$ cat src/rtl/lc4_reorder_buffer_if.sv
// Bundle of dispatch, issue, completion, flush, per-entry export and retire
// signals for the four-entry LC4 reorder buffer.
interface lc4_reorder_buffer_if;
    logic        gwe;
    // dispatch
    logic        ds_valid;
    logic [15:0] ds_insn;
    logic [15:0] ds_pc;
    logic [15:0] ds_pc_pred;
    logic [3:0]  ds_pr1;
    logic [3:0]  ds_pr2;
    logic [3:0]  ds_prd;
    logic        ds_stall;
    // issue / complete / flush events
    logic        is_valid;
    logic [1:0]  is_rob_index;
    logic        cm_valid;
    logic [1:0]  cm_rob_index;
    logic        fl_valid;
    logic [1:0]  fl_rob_index;
    // per-entry export
    logic [15:0] iq0_insn, iq1_insn, iq2_insn, iq3_insn;
    logic [15:0] iq0_pc, iq1_pc, iq2_pc, iq3_pc;
    logic [15:0] iq0_pc_pred, iq1_pc_pred, iq2_pc_pred, iq3_pc_pred;
    logic [3:0]  iq0_pr1, iq1_pr1, iq2_pr1, iq3_pr1;
    logic [3:0]  iq0_pr2, iq1_pr2, iq2_pr2, iq3_pr2;
    logic [3:0]  iq0_prd, iq1_prd, iq2_prd, iq3_prd;
    logic [3:0]  iq_valid;
    logic [3:0]  iq_issue;
    logic [3:0]  iq_commit;
    logic [1:0]  iq_rd;
    logic [2:0]  iq_count;
    // retire
    logic        rt_valid;
    logic [15:0] rt_insn;
    logic [15:0] rt_pc;
    logic [3:0]  rt_prd;
    logic [1:0]  rt_rob_index;

    modport master (
        output gwe, ds_valid, ds_insn, ds_pc, ds_pc_pred, ds_pr1, ds_pr2, ds_prd,
               is_valid, is_rob_index, cm_valid, cm_rob_index, fl_valid, fl_rob_index,
        input  ds_stall,
               iq0_insn, iq1_insn, iq2_insn, iq3_insn,
               iq0_pc, iq1_pc, iq2_pc, iq3_pc,
               iq0_pc_pred, iq1_pc_pred, iq2_pc_pred, iq3_pc_pred,
               iq0_pr1, iq1_pr1, iq2_pr1, iq3_pr1,
               iq0_pr2, iq1_pr2, iq2_pr2, iq3_pr2,
               iq0_prd, iq1_prd, iq2_prd, iq3_prd,
               iq_valid, iq_issue, iq_commit, iq_rd, iq_count,
               rt_valid, rt_insn, rt_pc, rt_prd, rt_rob_index
    );

    modport slave (
        input  gwe, ds_valid, ds_insn, ds_pc, ds_pc_pred, ds_pr1, ds_pr2, ds_prd,
               is_valid, is_rob_index, cm_valid, cm_rob_index, fl_valid, fl_rob_index,
        output ds_stall,
               iq0_insn, iq1_insn, iq2_insn, iq3_insn,
               iq0_pc, iq1_pc, iq2_pc, iq3_pc,
               iq0_pc_pred, iq1_pc_pred, iq2_pc_pred, iq3_pc_pred,
               iq0_pr1, iq1_pr1, iq2_pr1, iq3_pr1,
               iq0_pr2, iq1_pr2, iq2_pr2, iq3_pr2,
               iq0_prd, iq1_prd, iq2_prd, iq3_prd,
               iq_valid, iq_issue, iq_commit, iq_rd, iq_count,
               rt_valid, rt_insn, rt_pc, rt_prd, rt_rob_index
    );
endinterface

$ cat src/rtl/lc4_reorder_buffer.sv
// Four-entry in-order reorder buffer feeding the LC4 issue stage. Entries are
// allocated at the tail, marked issued/completed in place, retired from the
// head, and squashed younger-than-mispredict on a flush.
module lc4_reorder_buffer (
    input  logic                 clk,
    input  logic                 rst,
    lc4_reorder_buffer_if.slave  rob
);
    logic [1:0]  r_head, r_tail;
    logic [2:0]  r_count;
    logic [3:0]  r_valid, r_issue, r_commit;
    logic [15:0] r_insn    [4];
    logic [15:0] r_pc      [4];
    logic [15:0] r_pc_pred [4];
    logic [3:0]  r_pr1     [4];
    logic [3:0]  r_pr2     [4];
    logic [3:0]  r_prd     [4];

    logic        w_ds_stall, w_rt_valid;
    logic        w_fl_take, w_ds_take, w_is_take, w_cm_take;
    logic [1:0]  w_fl_age;
    logic [1:0]  w_age [4];
    logic [3:0]  w_keep;
    logic [1:0]  w_head_nx, w_tail_nx;
    logic [2:0]  w_count_nx;
    logic [3:0]  w_valid_nx, w_issue_nx, w_commit_nx;

    // Full stalls dispatch even if the head retires this cycle (no bypass).
    assign w_ds_stall = (r_count == 3'd4);
    assign w_rt_valid = r_valid[r_head] & r_commit[r_head];
    assign w_fl_take  = rob.fl_valid & r_valid[rob.fl_rob_index];
    assign w_fl_age   = rob.fl_rob_index - r_head;
    assign w_ds_take  = rob.ds_valid & ~w_ds_stall & ~rob.fl_valid;

    // Survivors of a flush: every entry no younger than the mispredicting one.
    always_comb begin
        for (int i = 0; i < 4; i++) begin
            w_age[i]  = 2'(i) - r_head;
            w_keep[i] = ~w_fl_take | (w_age[i] <= w_fl_age);
        end
    end

    assign w_is_take = rob.is_valid & r_valid[rob.is_rob_index] & w_keep[rob.is_rob_index];
    assign w_cm_take = rob.cm_valid & r_valid[rob.cm_rob_index] & r_issue[rob.cm_rob_index]
                     & w_keep[rob.cm_rob_index];

    // Next-state of pointers, occupancy and per-entry status bits.
    always_comb begin
        w_valid_nx  = r_valid  & w_keep;
        w_issue_nx  = r_issue  & w_keep;
        w_commit_nx = r_commit & w_keep;
        if (w_is_take) w_issue_nx[rob.is_rob_index]  = 1'b1;
        if (w_cm_take) w_commit_nx[rob.cm_rob_index] = 1'b1;
        if (w_rt_valid) begin
            w_valid_nx[r_head]  = 1'b0;
            w_issue_nx[r_head]  = 1'b0;
            w_commit_nx[r_head] = 1'b0;
        end
        if (w_ds_take) begin
            w_valid_nx[r_tail]  = 1'b1;
            w_issue_nx[r_tail]  = 1'b0;
            w_commit_nx[r_tail] = 1'b0;
        end
        w_head_nx  = r_head + {1'b0, w_rt_valid};
        w_tail_nx  = w_fl_take ? (rob.fl_rob_index + 2'd1) : (r_tail + {1'b0, w_ds_take});
        w_count_nx = (w_fl_take ? ({1'b0, w_fl_age} + 3'd1) : r_count)
                   + {2'b00, w_ds_take} - {2'b00, w_rt_valid};
    end

    // State and field registers; only gwe-qualified edges change anything.
    always_ff @(posedge clk or posedge rst) begin
        if (rst) begin
            r_head   <= 2'd0;
            r_tail   <= 2'd0;
            r_count  <= 3'd0;
            r_valid  <= 4'b0000;
            r_issue  <= 4'b0000;
            r_commit <= 4'b0000;
            for (int i = 0; i < 4; i++) begin
                r_insn[i]    <= 16'h0000;
                r_pc[i]      <= 16'h0000;
                r_pc_pred[i] <= 16'h0000;
                r_pr1[i]     <= 4'h0;
                r_pr2[i]     <= 4'h0;
                r_prd[i]     <= 4'h0;
            end
        end else if (rob.gwe) begin
            r_head   <= w_head_nx;
            r_tail   <= w_tail_nx;
            r_count  <= w_count_nx;
            r_valid  <= w_valid_nx;
            r_issue  <= w_issue_nx;
            r_commit <= w_commit_nx;
            if (w_ds_take) begin
                r_insn[r_tail]    <= rob.ds_insn;
                r_pc[r_tail]      <= rob.ds_pc;
                r_pc_pred[r_tail] <= rob.ds_pc_pred;
                r_pr1[r_tail]     <= rob.ds_pr1;
                r_pr2[r_tail]     <= rob.ds_pr2;
                r_prd[r_tail]     <= rob.ds_prd;
            end
        end
    end

    assign rob.ds_stall     = w_ds_stall;
    assign rob.iq_valid     = r_valid;
    assign rob.iq_issue     = r_issue;
    assign rob.iq_commit    = r_commit;
    assign rob.iq_rd        = r_head;
    assign rob.iq_count     = r_count;
    assign rob.rt_valid     = w_rt_valid;
    assign rob.rt_insn      = r_insn[r_head];
    assign rob.rt_pc        = r_pc[r_head];
    assign rob.rt_prd       = r_prd[r_head];
    assign rob.rt_rob_index = r_head;

    assign rob.iq0_insn = r_insn[0];       assign rob.iq1_insn = r_insn[1];
    assign rob.iq2_insn = r_insn[2];       assign rob.iq3_insn = r_insn[3];
    assign rob.iq0_pc = r_pc[0];           assign rob.iq1_pc = r_pc[1];
    assign rob.iq2_pc = r_pc[2];           assign rob.iq3_pc = r_pc[3];
    assign rob.iq0_pc_pred = r_pc_pred[0]; assign rob.iq1_pc_pred = r_pc_pred[1];
    assign rob.iq2_pc_pred = r_pc_pred[2]; assign rob.iq3_pc_pred = r_pc_pred[3];
    assign rob.iq0_pr1 = r_pr1[0];         assign rob.iq1_pr1 = r_pr1[1];
    assign rob.iq2_pr1 = r_pr1[2];         assign rob.iq3_pr1 = r_pr1[3];
    assign rob.iq0_pr2 = r_pr2[0];         assign rob.iq1_pr2 = r_pr2[1];
    assign rob.iq2_pr2 = r_pr2[2];         assign rob.iq3_pr2 = r_pr2[3];
    assign rob.iq0_prd = r_prd[0];         assign rob.iq1_prd = r_prd[1];
    assign rob.iq2_prd = r_prd[2];         assign rob.iq3_prd = r_prd[3];
endmodule

$ cat src/flat_wrapper.sv
// flat-port wrapper written by rule: the top's interface ports become plain ports
module lc4_reorder_buffer_flat 
  (clk, rst, rob_gwe, rob_ds_valid, rob_ds_insn, rob_ds_pc, rob_ds_pc_pred, rob_ds_pr1, rob_ds_pr2, rob_ds_prd, rob_is_valid, rob_is_rob_index, rob_cm_valid, rob_cm_rob_index, rob_fl_valid, rob_fl_rob_index, rob_ds_stall, rob_iq0_insn, rob_iq1_insn, rob_iq2_insn, rob_iq3_insn, rob_iq0_pc, rob_iq1_pc, rob_iq2_pc, rob_iq3_pc, rob_iq0_pc_pred, rob_iq1_pc_pred, rob_iq2_pc_pred, rob_iq3_pc_pred, rob_iq0_pr1, rob_iq1_pr1, rob_iq2_pr1, rob_iq3_pr1, rob_iq0_pr2, rob_iq1_pr2, rob_iq2_pr2, rob_iq3_pr2, rob_iq0_prd, rob_iq1_prd, rob_iq2_prd, rob_iq3_prd, rob_iq_valid, rob_iq_issue, rob_iq_commit, rob_iq_rd, rob_iq_count, rob_rt_valid, rob_rt_insn, rob_rt_pc, rob_rt_prd, rob_rt_rob_index);
  lc4_reorder_buffer_if rob_i ();
  input  logic clk;
  input  logic rst;
  input wire logic [$bits(rob_i.gwe)-1:0] rob_gwe;
  input wire logic [$bits(rob_i.ds_valid)-1:0] rob_ds_valid;
  input wire logic [$bits(rob_i.ds_insn)-1:0] rob_ds_insn;
  input wire logic [$bits(rob_i.ds_pc)-1:0] rob_ds_pc;
  input wire logic [$bits(rob_i.ds_pc_pred)-1:0] rob_ds_pc_pred;
  input wire logic [$bits(rob_i.ds_pr1)-1:0] rob_ds_pr1;
  input wire logic [$bits(rob_i.ds_pr2)-1:0] rob_ds_pr2;
  input wire logic [$bits(rob_i.ds_prd)-1:0] rob_ds_prd;
  input wire logic [$bits(rob_i.is_valid)-1:0] rob_is_valid;
  input wire logic [$bits(rob_i.is_rob_index)-1:0] rob_is_rob_index;
  input wire logic [$bits(rob_i.cm_valid)-1:0] rob_cm_valid;
  input wire logic [$bits(rob_i.cm_rob_index)-1:0] rob_cm_rob_index;
  input wire logic [$bits(rob_i.fl_valid)-1:0] rob_fl_valid;
  input wire logic [$bits(rob_i.fl_rob_index)-1:0] rob_fl_rob_index;
  output wire logic [$bits(rob_i.ds_stall)-1:0] rob_ds_stall;
  output wire logic [$bits(rob_i.iq0_insn)-1:0] rob_iq0_insn;
  output wire logic [$bits(rob_i.iq1_insn)-1:0] rob_iq1_insn;
  output wire logic [$bits(rob_i.iq2_insn)-1:0] rob_iq2_insn;
  output wire logic [$bits(rob_i.iq3_insn)-1:0] rob_iq3_insn;
  output wire logic [$bits(rob_i.iq0_pc)-1:0] rob_iq0_pc;
  output wire logic [$bits(rob_i.iq1_pc)-1:0] rob_iq1_pc;
  output wire logic [$bits(rob_i.iq2_pc)-1:0] rob_iq2_pc;
  output wire logic [$bits(rob_i.iq3_pc)-1:0] rob_iq3_pc;
  output wire logic [$bits(rob_i.iq0_pc_pred)-1:0] rob_iq0_pc_pred;
  output wire logic [$bits(rob_i.iq1_pc_pred)-1:0] rob_iq1_pc_pred;
  output wire logic [$bits(rob_i.iq2_pc_pred)-1:0] rob_iq2_pc_pred;
  output wire logic [$bits(rob_i.iq3_pc_pred)-1:0] rob_iq3_pc_pred;
  output wire logic [$bits(rob_i.iq0_pr1)-1:0] rob_iq0_pr1;
  output wire logic [$bits(rob_i.iq1_pr1)-1:0] rob_iq1_pr1;
  output wire logic [$bits(rob_i.iq2_pr1)-1:0] rob_iq2_pr1;
  output wire logic [$bits(rob_i.iq3_pr1)-1:0] rob_iq3_pr1;
  output wire logic [$bits(rob_i.iq0_pr2)-1:0] rob_iq0_pr2;
  output wire logic [$bits(rob_i.iq1_pr2)-1:0] rob_iq1_pr2;
  output wire logic [$bits(rob_i.iq2_pr2)-1:0] rob_iq2_pr2;
  output wire logic [$bits(rob_i.iq3_pr2)-1:0] rob_iq3_pr2;
  output wire logic [$bits(rob_i.iq0_prd)-1:0] rob_iq0_prd;
  output wire logic [$bits(rob_i.iq1_prd)-1:0] rob_iq1_prd;
  output wire logic [$bits(rob_i.iq2_prd)-1:0] rob_iq2_prd;
  output wire logic [$bits(rob_i.iq3_prd)-1:0] rob_iq3_prd;
  output wire logic [$bits(rob_i.iq_valid)-1:0] rob_iq_valid;
  output wire logic [$bits(rob_i.iq_issue)-1:0] rob_iq_issue;
  output wire logic [$bits(rob_i.iq_commit)-1:0] rob_iq_commit;
  output wire logic [$bits(rob_i.iq_rd)-1:0] rob_iq_rd;
  output wire logic [$bits(rob_i.iq_count)-1:0] rob_iq_count;
  output wire logic [$bits(rob_i.rt_valid)-1:0] rob_rt_valid;
  output wire logic [$bits(rob_i.rt_insn)-1:0] rob_rt_insn;
  output wire logic [$bits(rob_i.rt_pc)-1:0] rob_rt_pc;
  output wire logic [$bits(rob_i.rt_prd)-1:0] rob_rt_prd;
  output wire logic [$bits(rob_i.rt_rob_index)-1:0] rob_rt_rob_index;
  assign rob_i.gwe = rob_gwe;
  assign rob_i.ds_valid = rob_ds_valid;
  assign rob_i.ds_insn = rob_ds_insn;
  assign rob_i.ds_pc = rob_ds_pc;
  assign rob_i.ds_pc_pred = rob_ds_pc_pred;
  assign rob_i.ds_pr1 = rob_ds_pr1;
  assign rob_i.ds_pr2 = rob_ds_pr2;
  assign rob_i.ds_prd = rob_ds_prd;
  assign rob_i.is_valid = rob_is_valid;
  assign rob_i.is_rob_index = rob_is_rob_index;
  assign rob_i.cm_valid = rob_cm_valid;
  assign rob_i.cm_rob_index = rob_cm_rob_index;
  assign rob_i.fl_valid = rob_fl_valid;
  assign rob_i.fl_rob_index = rob_fl_rob_index;
  assign rob_ds_stall = rob_i.ds_stall;
  assign rob_iq0_insn = rob_i.iq0_insn;
  assign rob_iq1_insn = rob_i.iq1_insn;
  assign rob_iq2_insn = rob_i.iq2_insn;
  assign rob_iq3_insn = rob_i.iq3_insn;
  assign rob_iq0_pc = rob_i.iq0_pc;
  assign rob_iq1_pc = rob_i.iq1_pc;
  assign rob_iq2_pc = rob_i.iq2_pc;
  assign rob_iq3_pc = rob_i.iq3_pc;
  assign rob_iq0_pc_pred = rob_i.iq0_pc_pred;
  assign rob_iq1_pc_pred = rob_i.iq1_pc_pred;
  assign rob_iq2_pc_pred = rob_i.iq2_pc_pred;
  assign rob_iq3_pc_pred = rob_i.iq3_pc_pred;
  assign rob_iq0_pr1 = rob_i.iq0_pr1;
  assign rob_iq1_pr1 = rob_i.iq1_pr1;
  assign rob_iq2_pr1 = rob_i.iq2_pr1;
  assign rob_iq3_pr1 = rob_i.iq3_pr1;
  assign rob_iq0_pr2 = rob_i.iq0_pr2;
  assign rob_iq1_pr2 = rob_i.iq1_pr2;
  assign rob_iq2_pr2 = rob_i.iq2_pr2;
  assign rob_iq3_pr2 = rob_i.iq3_pr2;
  assign rob_iq0_prd = rob_i.iq0_prd;
  assign rob_iq1_prd = rob_i.iq1_prd;
  assign rob_iq2_prd = rob_i.iq2_prd;
  assign rob_iq3_prd = rob_i.iq3_prd;
  assign rob_iq_valid = rob_i.iq_valid;
  assign rob_iq_issue = rob_i.iq_issue;
  assign rob_iq_commit = rob_i.iq_commit;
  assign rob_iq_rd = rob_i.iq_rd;
  assign rob_iq_count = rob_i.iq_count;
  assign rob_rt_valid = rob_i.rt_valid;
  assign rob_rt_insn = rob_i.rt_insn;
  assign rob_rt_pc = rob_i.rt_pc;
  assign rob_rt_prd = rob_i.rt_prd;
  assign rob_rt_rob_index = rob_i.rt_rob_index;
  lc4_reorder_buffer u_core (.clk(clk), .rst(rst), .rob(rob_i));
endmodule
$ cat config.mk
export PLATFORM = sky130hd
export DESIGN_NAME = lc4_reorder_buffer_flat
export DESIGN_NICKNAME = d
export VERILOG_FILES = /design/src/rtl/lc4_reorder_buffer_if.sv /design/src/rtl/lc4_reorder_buffer.sv /design/src/flat_wrapper.sv
export SDC_FILE = /design/constraint.sdc
export NUM_CORES = 1
export LEC_CHECK = 0
export BUFFER_PORTS_ARGS = -buffer_cell sky130_fd_sc_hd__buf_2
export CORE_MARGIN = 2
export CORE_UTILIZATION = 45
export CTS_CLUSTER_DIAMETER = 200
export DETAILED_ROUTE_END_ITERATION = 10
export GPL_TIMING_DRIVEN = 0
export MAX_ROUTING_LAYER = met4
export PLACE_DENSITY_LB_ADDON = 0.12
export SYNTH_ARGS = -nofsm -noshare
export SYNTH_HDL_FRONTEND = slang
export SYNTH_SLANG_ARGS = --single-unit
$ cat constraint.sdc
create_clock -name clk -period 13.1 [get_ports clk]
set_input_delay 0.655 -clock clk [delete_from_list [all_inputs] [get_ports clk]]
set_output_delay 0.655 -clock clk [all_outputs]
set_load 0.1 [all_outputs]
==> metrics.txt <==
Final Max Slew Viols=0; CORE AREA=0.02439 mm²; routed len/inst=20.08 µm; Tot GR Track Use=25.14%; H-tree levels=1; vias in the first global route=8392; CP max stage delay=0.74 ns; delay-heaviest family, CP=buffers and inverters; Worst-Skew Late Latency=0.54 ns; first-pass GRT wire length=49.62 mm; Final Hold Fails=0; WL final=31.78 mm; setup slack at placement=9.715 ns; largest net degree at the start of global routing=95; cells along the critical path=clkbuf_1, buf_1, mux4_2, buf_2; CTS resizes=0; Final Critical Period=3.964 ns; post-synthesis cell type count=48; Hold Path Class=primary input to asynchronous set/reset pin; Die W=161.8 µm; Final Util=59.45%; Inserted Clock Buffers=29; setup_tns=0 ns; Setup crit end kind=primary output; kind of critical path=flip-flop to primary output; grt met2 use=38.99%; FF+latch count, synth=259; unrepaired setup endpoints after global routing=false; syn nets=923; met1 capacity usage during global routing=33.59%; DRT antenna net count=0; Clock Skew=0.01662 ns; via count=8127; share of layout cells above drive strength 1=46.42%; post-synthesis sequential area ratio=57.86%; Layout fillers=2085; die height=161.8 µm; Worst Setup Start Kind=flip-flop; root buf cell=clkbuf_16; TritonCTS clock tree=done; area delta synth->final=29.44%; CP Max Fanout=10; MaxCap Viol Count=0; HPWL Detailed=23.01 mm; nets=1324; period utilisation layout=30.26%; CTS Buffer Depth=3; FF+latch area=0.006481 mm²; Synth Area per Inst=13.40 µm²; Gate Count Post-Synth=836; CP required=12.44 ns; Synth Warn #=0; final setup fails=0; DIE AREA=0.02617 mm²; slew at the pin closest to its max-slew limit=0.9918 ns; Hold-fix buffers, CTS=0; drt initial violations=432; IO Count=370; CP max-delay cell=clkbuf_1; Arrival @ worst endpoint=3.31 ns; RePlAce Congestion=0.8524; Worst-path clk slew=0.06 ns; Vias/cell=5.134; Multi-input gate area=0.004390 mm²; busiest grt layer=met2; grt ovf=0; clock net sink count=259; IO buf count=368; post-synth design cell area=0.01120 mm²; postcts setup bufs=0; initial antenna violation count=1; fmax=252.2 MHz; Rel. slew slack=33.64%; drt pass-1 iters=4; setup ws final=9.136 ns; Starting Density=45.93%; DRC Markers=0; grt met3 use=5.950%; status=completed; Placement Rows=57; Crit path buffers/inverters=3
cells by family after synthesis:
family	share of synthesized area, %
flops	57.86
simple gates	8.467
mux	26.20
buf+inv	2.949
compound gates	2.066
fa+ha+maj	1.631
xor+xnor	0.8265
state kept, by name (all words and copies together), names as in the netlist, 16 cells and up:
name                    cells
u_core.rob.iq1_insn        16
u_core.rob.iq1_pc_pred     16
u_core.rob.iq0_insn        16
u_core.rob.iq1_pc          16
u_core.rob.iq3_pc_pred     16
u_core.rob.iq2_pc          16
u_core.rob.iq0_pc_pred     16
u_core.rob.iq3_pc          16
u_core.rob.iq3_insn        16
u_core.rob.iq0_pc          16
u_core.rob.iq2_pc_pred     16
u_core.rob.iq2_insn        16
synth_stat cells, drive strengths merged:
| library cell | n | share of area [%] |
|---|---|---|
| o22ai | 2 | 0.11 |
| nand2 | 191 | 6.4 |
| or3 | 1 | 0.056 |
| fa | 1 | 0.18 |
| nor2 | 10 | 0.34 |
| o211ai | 1 | 0.067 |
| a31oi | 2 | 0.11 |
| or3b | 1 | 0.078 |
| o21bai | 1 | 0.067 |
| ha | 13 | 1.5 |
| clkinv | 1 | 0.033 |
| xnor3 | 1 | 0.20 |
| clkbuf | 11 | 0.37 |
| nand2b | 4 | 0.22 |
| a31o | 1 | 0.078 |
| a41oi | 3 | 0.23 |
| inv | 17 | 0.57 |
| o21a | 2 | 0.13 |
| and2 | 5 | 0.28 |
| and3 | 2 | 0.11 |
| mux2i | 3 | 0.27 |
| a21boi | 2 | 0.13 |
| xor2 | 1 | 0.078 |
| a21oi | 2 | 0.089 |
| a32o | 2 | 0.18 |
| o21ai | 13 | 0.58 |
| xnor2 | 7 | 0.55 |
| nor2b | 1 | 0.056 |
| mux2 | 184 | 18 |
| nand3 | 5 | 0.27 |
| nor3b | 1 | 0.067 |
| a21o | 2 | 0.13 |
| buf | 35 | 2.0 |
| mux4 | 37 | 7.4 |
| a311oi | 1 | 0.078 |
| a22oi | 1 | 0.067 |
| nor3 | 9 | 0.54 |
| nand4 | 1 | 0.056 |
| dfrtp | 259 | 58 |
layout make-up:
cell class | instances | share of cell area (%)
Sequential cell | 259 | 44.70
Multi-Input combinational cell | 513 | 30.28
Timing Repair Buffer | 370 | 13.08
Clock buffer | 46 | 6.204
Tap cell | 324 | 2.796
Buffer | 46 | 1.812
Clock inverter | 6 | 0.5954
Inverter | 18 | 0.5177
Antenna cell | 1 | 0.01726
layer usage:
layer	vias up	wire length, µm
li1	3703	-
met1	4101	13570
met2	275	15150
met3	48	2336
met4	0	729
met5	-	0
metrics by stage:
step / hold slack, ns / instances / instance area [µm²]
after global placement: 0.4546 / 1528 / 13450
final: 0.1681 / 1583 / 14500
after detailed placement: 0.4566 / 1530 / 13510
after global routing: 0.1936 / 1583 / 14500
after floorplan: 0.6028 / 836 / 11200
after CTS: 0.1840 / 1582 / 14500
path summary, 6_finish.rpt:
kind | startpoint | endpoint | slack [ns] | cells after the start
min in group clk | rob_ds_pc_pred[12] | u_core.rob.iq0_pc_pred[12] | 0.34 | 3
max | u_core.rob.iq_rd[1] | rob_rt_pc[13] | 9.14 | 4
max in group asynchronous | rst | u_core.rob.iq_issue[0] | 11.65 | 4
min | rst | u_core.rob.iq2_pc[9] | 0.17 | 2
max reg2reg | u_core.rob.iq_rd[0] | u_core.rob.iq_count[2] | 9.82 | 12
min reg2reg | u_core.rob.iq0_pr2[1] | u_core.rob.iq0_pr2[1] | 0.47 | 2
placed cells by master, fill, tap and decap left out, types with 3 or more instances in the layout:
cell,count
a41oi_1,3
clkbuf_1,17
nand3_1,4
clkbuf_16,29
buf_2,392
buf_4,4
nor2_1,10
nor3_2,3
and2_1,3
dfrtp_1,259
mux4_2,37
nor3_1,6
xnor2_1,7
ha_1,13
o21ai_0,10
clkbuf_8,11
mux2_2,91
mux2i_1,3
nand2_1,191
o21ai_1,3
inv_1,15
buf_6,6
mux2_1,93
nand2b_1,4
Power is left out: the tool's default activity adds up to more than one toggle a clock period on the data nets, which glitch-free logic cannot reach.
